--- src/rtl/fetch_unit_if.sv ---
// Fetch front-end bundle: ROM port, redirect/halt controls and the
// decoded-instruction output handshake.
interface fetch_unit_if #(
    parameter int ADDR_W = 10
) ();
    logic [ADDR_W-1:0] imem_addr;
    logic [31:0]       imem_data;
    logic              redirect;
    logic [31:0]       redirect_pc;
    logic              halt;
    logic              out_valid;
    logic              out_ready;
    logic [31:0]       out_inst;
    logic [31:0]       out_pc;
    logic [5:0]        out_op;
    logic [5:0]        out_func;
    logic              halted;

    // fetch unit side
    modport master (
        output imem_addr,
        input  imem_data,
        input  redirect,
        input  redirect_pc,
        input  halt,
        output out_valid,
        input  out_ready,
        output out_inst,
        output out_pc,
        output out_op,
        output out_func,
        output halted
    );

    // core / ROM side
    modport slave (
        input  imem_addr,
        output imem_data,
        output redirect,
        output redirect_pc,
        output halt,
        input  out_valid,
        output out_ready,
        input  out_inst,
        input  out_pc,
        input  out_op,
        input  out_func,
        input  halted
    );
endinterface

--- src/rtl/fetch_unit.sv ---
// Instruction fetch front end: issues word reads to a 1-cycle synchronous
// ROM, buffers returns in a 2-entry queue and presents them with their PC
// over valid/ready. Redirects flush the queue; halt stops fetch until reset.
module fetch_unit #(
    parameter int          ADDR_W   = 10,
    parameter logic [31:0] RESET_PC = 32'h0000_0000
) (
    input logic          clk,
    input logic          rst,
    fetch_unit_if.master bus
);
    typedef enum logic {RUN, HALTED} state_t;

    state_t      state_q, state_d;
    logic [31:0] fetch_pc;
    logic        inflight;
    logic [31:0] inflight_pc;
    logic [31:0] q_inst [2];
    logic [31:0] q_pc   [2];
    logic        rd_ptr, wr_ptr;
    logic [1:0]  count;

    logic        run, pop, issue;
    logic [2:0]  occ;
    logic        unused_rpc_lo;

    assign run = (state_q == RUN);
    assign pop = bus.out_valid & bus.out_ready;
    // slots that will be occupied after this edge if nothing new is issued
    assign occ   = {1'b0, count} + {2'b00, inflight} - {2'b00, pop};
    assign issue = run & ~bus.halt & ~bus.redirect & (occ < 3'd2);

    assign bus.imem_addr = fetch_pc[ADDR_W+1:2];
    assign bus.out_valid = run & (count != 2'd0);
    assign bus.out_inst  = bus.out_valid ? q_inst[rd_ptr] : 32'h0;
    assign bus.out_pc    = bus.out_valid ? q_pc[rd_ptr] : fetch_pc;
    assign bus.out_op    = bus.out_inst[31:26];
    assign bus.out_func  = bus.out_inst[5:0];
    assign bus.halted    = (state_q == HALTED);

    // target is word aligned; the low bits are dropped
    assign unused_rpc_lo = ^bus.redirect_pc[1:0];

    // state register
    always_ff @(posedge clk or posedge rst) begin
        if (rst) state_q <= RUN;
        else     state_q <= state_d;
    end

    // next state: halt is sticky until reset
    always_comb begin
        state_d = state_q;
        if (state_q == RUN && bus.halt) state_d = HALTED;
    end

    // fetch PC, in-flight tracking and queue control
    always_ff @(posedge clk or posedge rst) begin
        if (rst) begin
            fetch_pc    <= RESET_PC;
            inflight    <= 1'b0;
            inflight_pc <= 32'h0;
            rd_ptr      <= 1'b0;
            wr_ptr      <= 1'b0;
            count       <= 2'd0;
        end else if (run) begin
            if (bus.halt) begin
                inflight <= 1'b0;
                rd_ptr   <= 1'b0;
                wr_ptr   <= 1'b0;
                count    <= 2'd0;
            end else if (bus.redirect) begin
                fetch_pc <= {bus.redirect_pc[31:2], 2'b00};
                inflight <= 1'b0;
                rd_ptr   <= 1'b0;
                wr_ptr   <= 1'b0;
                count    <= 2'd0;
            end else begin
                if (issue) begin
                    fetch_pc    <= fetch_pc + 32'd4;
                    inflight_pc <= fetch_pc;
                end
                inflight <= issue;
                if (inflight) wr_ptr <= ~wr_ptr;
                if (pop)      rd_ptr <= ~rd_ptr;
                count <= count + {1'b0, inflight} - {1'b0, pop};
            end
        end
    end

    // queue storage: capture the ROM return for last cycle's issue
    always_ff @(posedge clk) begin
        if (run && !bus.halt && !bus.redirect && inflight) begin
            q_inst[wr_ptr] <= bus.imem_data;
            q_pc[wr_ptr]   <= inflight_pc;
        end
    end
endmodule

--- src/flat_wrapper.sv ---
// flat-port wrapper written by rule: the top's interface ports become plain ports
module fetch_unit_flat 
#(
    parameter int          ADDR_W   = 10,
    parameter logic [31:0] RESET_PC = 32'h0000_0000
)
  (clk, rst, bus_imem_addr, bus_imem_data, bus_redirect, bus_redirect_pc, bus_halt, bus_out_valid, bus_out_ready, bus_out_inst, bus_out_pc, bus_out_op, bus_out_func, bus_halted);
  fetch_unit_if #(.ADDR_W(ADDR_W)) bus_i ();
  input logic clk;
  input logic rst;
  output wire logic [$bits(bus_i.imem_addr)-1:0] bus_imem_addr;
  input wire logic [$bits(bus_i.imem_data)-1:0] bus_imem_data;
  input wire logic [$bits(bus_i.redirect)-1:0] bus_redirect;
  input wire logic [$bits(bus_i.redirect_pc)-1:0] bus_redirect_pc;
  input wire logic [$bits(bus_i.halt)-1:0] bus_halt;
  output wire logic [$bits(bus_i.out_valid)-1:0] bus_out_valid;
  input wire logic [$bits(bus_i.out_ready)-1:0] bus_out_ready;
  output wire logic [$bits(bus_i.out_inst)-1:0] bus_out_inst;
  output wire logic [$bits(bus_i.out_pc)-1:0] bus_out_pc;
  output wire logic [$bits(bus_i.out_op)-1:0] bus_out_op;
  output wire logic [$bits(bus_i.out_func)-1:0] bus_out_func;
  output wire logic [$bits(bus_i.halted)-1:0] bus_halted;
  assign bus_imem_addr = bus_i.imem_addr;
  assign bus_i.imem_data = bus_imem_data;
  assign bus_i.redirect = bus_redirect;
  assign bus_i.redirect_pc = bus_redirect_pc;
  assign bus_i.halt = bus_halt;
  assign bus_out_valid = bus_i.out_valid;
  assign bus_i.out_ready = bus_out_ready;
  assign bus_out_inst = bus_i.out_inst;
  assign bus_out_pc = bus_i.out_pc;
  assign bus_out_op = bus_i.out_op;
  assign bus_out_func = bus_i.out_func;
  assign bus_halted = bus_i.halted;
  fetch_unit #(.ADDR_W(ADDR_W), .RESET_PC(RESET_PC)) u_core (.clk(clk), .rst(rst), .bus(bus_i));
endmodule
--- config.mk ---
export PLATFORM = sky130hd
export DESIGN_NAME = fetch_unit_flat
export DESIGN_NICKNAME = d
export VERILOG_FILES = /design/src/rtl/fetch_unit_if.sv /design/src/rtl/fetch_unit.sv /design/src/flat_wrapper.sv
export SDC_FILE = /design/constraint.sdc
export NUM_CORES = 1
export LEC_CHECK = 0
export ABC_AREA = 1
export BUFFER_PORTS_ARGS = -buffer_cell sky130_fd_sc_hd__buf_2
export CELL_PAD_IN_SITES_DETAIL_PLACEMENT = 2
export CELL_PAD_IN_SITES_GLOBAL_PLACEMENT = 2
export CORE_UTILIZATION = 30
export CTS_CLUSTER_SIZE = 30
export DETAILED_ROUTE_END_ITERATION = 8
export GPL_ROUTABILITY_DRIVEN = 0
export GPL_TIMING_DRIVEN = 0
export PLACE_DENSITY = 0.72
export SYNTH_ARGS = -nofsm -noshare
export SYNTH_HDL_FRONTEND = slang
export SYNTH_SLANG_ARGS = --single-unit
--- constraint.sdc ---
create_clock -name clk -period 10 [get_ports clk]
set_clock_uncertainty 0.2 [all_clocks]
set_input_delay 2 -clock clk [delete_from_list [all_inputs] [get_ports clk]]
set_output_delay 2 -clock clk [all_outputs]
set_load 0.01 [all_outputs]
==> results.toml <==
[clock_network]
cts_resized = 0
cts_tree = "built"
cts.sink_count = 190
cts_buffer_depth = 2
cts_hold_buffers = 0
clk-insertion-delay-late_ps = 440
h-tree-depth = 4
cts_setup_buffers = 0
cts_root_buf = "clkbuf_16"
cts_buffers = 17
cts.clk_slew.worst_paths_ps = 70

[global_route]
grt.overflow.total = 0
antenna_found_initial = 0
grt_use_total_pct = 19.6
grt_first_pass_wirelength_mm = 45.1
first_global_vias = 7846
grt_max_degree = 47

[final_layout]
final_layout_size_suffix_gt1_share_pct = 22.1
multi_input_area_um2 = 2870
area_delta_synth_final_pct = 21.8
layout.nets = 1227
final_cells = 1553
seq_area_um2 = 5380
fill_cells = 3291

[worst_setup_path]
critPathKind = "flip-flop to primary output"
endpoint_kind = "primary output"
crit_required_ps = 7800
critPathLaunchType = "flip-flop"
cp_max_fo = 10
cp.arrival_ps = 2440

[detailed_routing]
drt_iter0_markers = 303
wire_per_inst_um = 18.5
drtAntennaViolNets = 0
vias = 7331
viasPerCell = 4.72
routed_wl_mm = 28.7
dr.pass1.iters = 4
remaining_drc_errors = 0

[floorplan]
row_count = 62
die_h_um = 174
ios = 157
die-width_um = 174
die_area_um2 = 30400
start_util_pct = 30.8
coreArea_um2 = 28900

[sta]
final_max_slew_viol_count = 0
timing.final.crit_share_pct = 46.4
period_needed_ps = 4640
setup_viol = 0
hold_viol_final = 0
worstMarginPinSlew_ps = 850
fin_ws_ps = 5360
tns_ps = 0
rsz0062_at_grt = "false"
max_freq_ghz = 0.215
slew_headroom_pct = 43.2

[synthesis]
yosysWarnings = 0
ys_ff_latch = 190
syn_area_per_cell_um2 = 9.11
syn_inst = 978
synth_top_cell_by_area = "edfxtp_1"
syn_area_um2 = 8910
yosysSeqAreaShare_pct = 60.3
synth_common_cells = "nand2_1, edfxtp_1, nor2_1"
synth_top_area_share_pct = 41.8
synthTopCellsByArea = "edfxtp_1, dfrtp_1, nand2_1"
ys_dominant_reg_cell = "edfxtp_1"
synth_enable_flop_cells = 124
synth.most_common_cell = "nand2_1"
synth.distinct_cells = 34
async_reset_ff_share_pct = 34.7

[power_and_ir_drop]
vdd_drop_max_v = 0.000116
fin_total_pwr_mw = 1.82
leakage_nw = 5.00
power_density_nw_per_um2 = 168

[place]
port_buffers = 151
dpl.hpwl_mm = 21.3
place_inst = 1519
dp_slack_ps = 5100

[hold_path]
min_path_type = "flip-flop to flip-flop"

[outcome]
outcome = "finished clean"

[job]
cap_violations = 0
[per-layer routing]
layer,GRT usage (%),vias up,routed length [um]
met5,0,-,0
met4,4.90,0,393
met3,2.67,21,773
met2,33.4,128,14000
met1,26.3,3675,13500
li1,-,3507,-
[sequential cells by signal, summed over array words and instances (netlist names)]
name                flops
u_core.bus.halted       1
u_core.count            2
u_core.fetch_pc        30
u_core.inflight         1
u_core.inflight_pc     30
u_core.q_inst          64
u_core.q_pc            60
u_core.rd_ptr           1
u_core.wr_ptr           1
[stage by stage]
| stage | util (%) | hold slack (ps) | instance area [um2] |
|---|---|---|---|
| 2_1_floorplan | - | 237 | 8910 |
| 3_3_place_gp | 35.1 | 244 | 10100 |
| 3_5_place_dp | 35.5 | 260 | 10300 |
| 4_1_cts | 37.5 | 275 | 10800 |
| 5_1_grt | 37.5 | 285 | 10800 |
| 6_report | 37.5 | 278 | 10800 |
[layout by cell type (no fill, tap or decap), drive strengths merged]
master,Yosys,layout
dfrtp,66,66
a21oi,24,24
clkinv,0,4
conb,1,2
edfxtp,124,124
nand3,36,36
bufinv,0,1
clkinvlp,0,4
inv,83,88
a31o,1,1
diode,0,2
clkbuf,21,39
a31oi,31,31
fa,1,1
and2,4,4
mux2,2,2
ha,3,3
buf,45,201
o31ai,2,2
nor2,110,110
a32o,1,1
o21ai,55,55
o211ai,5,5
nand2,360,360
o22ai,2,2
o32ai,1,1
[worst max-delay path: stages (launching register included)]
cell and delay [ps]:
dfrtp_1 410, inv_1 160, o21ai_0 150, inv_1 140, clkbuf_1 570, nor2_1 120
a31oi_1 280, buf_2 190
[path summary, 6_finish.rpt]
kind / startpoint / end / slack, ps / cells past startpoint
setup reg to reg: u_core.bus.halted / u_core.fetch_pc[23] / 6500 / 17
hold / removal: u_core.inflight_pc[25] / u_core.q_pc[1][25] / 280 / 0
setup / recovery: u_core.bus.halted / bus_out_pc[12] / 5360 / 7
hold reg to reg: u_core.inflight_pc[25] / u_core.q_pc[1][25] / 280 / 0
max in group asynchronous: rst / u_core.fetch_pc[31] / 7690 / 3
min in group asynchronous: rst / u_core.inflight_pc[8] / 1320 / 2
[layout make-up]
cell class	instances	share of cell area, %
antenna	2	0.0461
buffer	66	3.45
clock buffer	18	3.96
clock inverter	14	1.22
inverter	83	2.89
multi-input combinational	640	26.4
sequential	190	49.5
tap	384	4.43
timing repair buffer	156	8.03
[logic make-up after synthesis]
kind of cell,count (synthesis),share of synthesized area (%)
DFF,190,60.3
muxes,2,0.253
other,1,0.0421
AOI/OAI and AO/OA,122,7.78
adders and majority gates,4,0.646
buffers and inverters,149,7.70
and+or+nand+nor,510,23.3
[where the power goes]
part / switching (mW) / internal, mW
sequential: 0.0445 / 0.867
clock: 0.317 / 0.348
combinational: 0.158 / 0.0851
total: 0.520 / 1.30
Power figures use the tool's default switching activity.
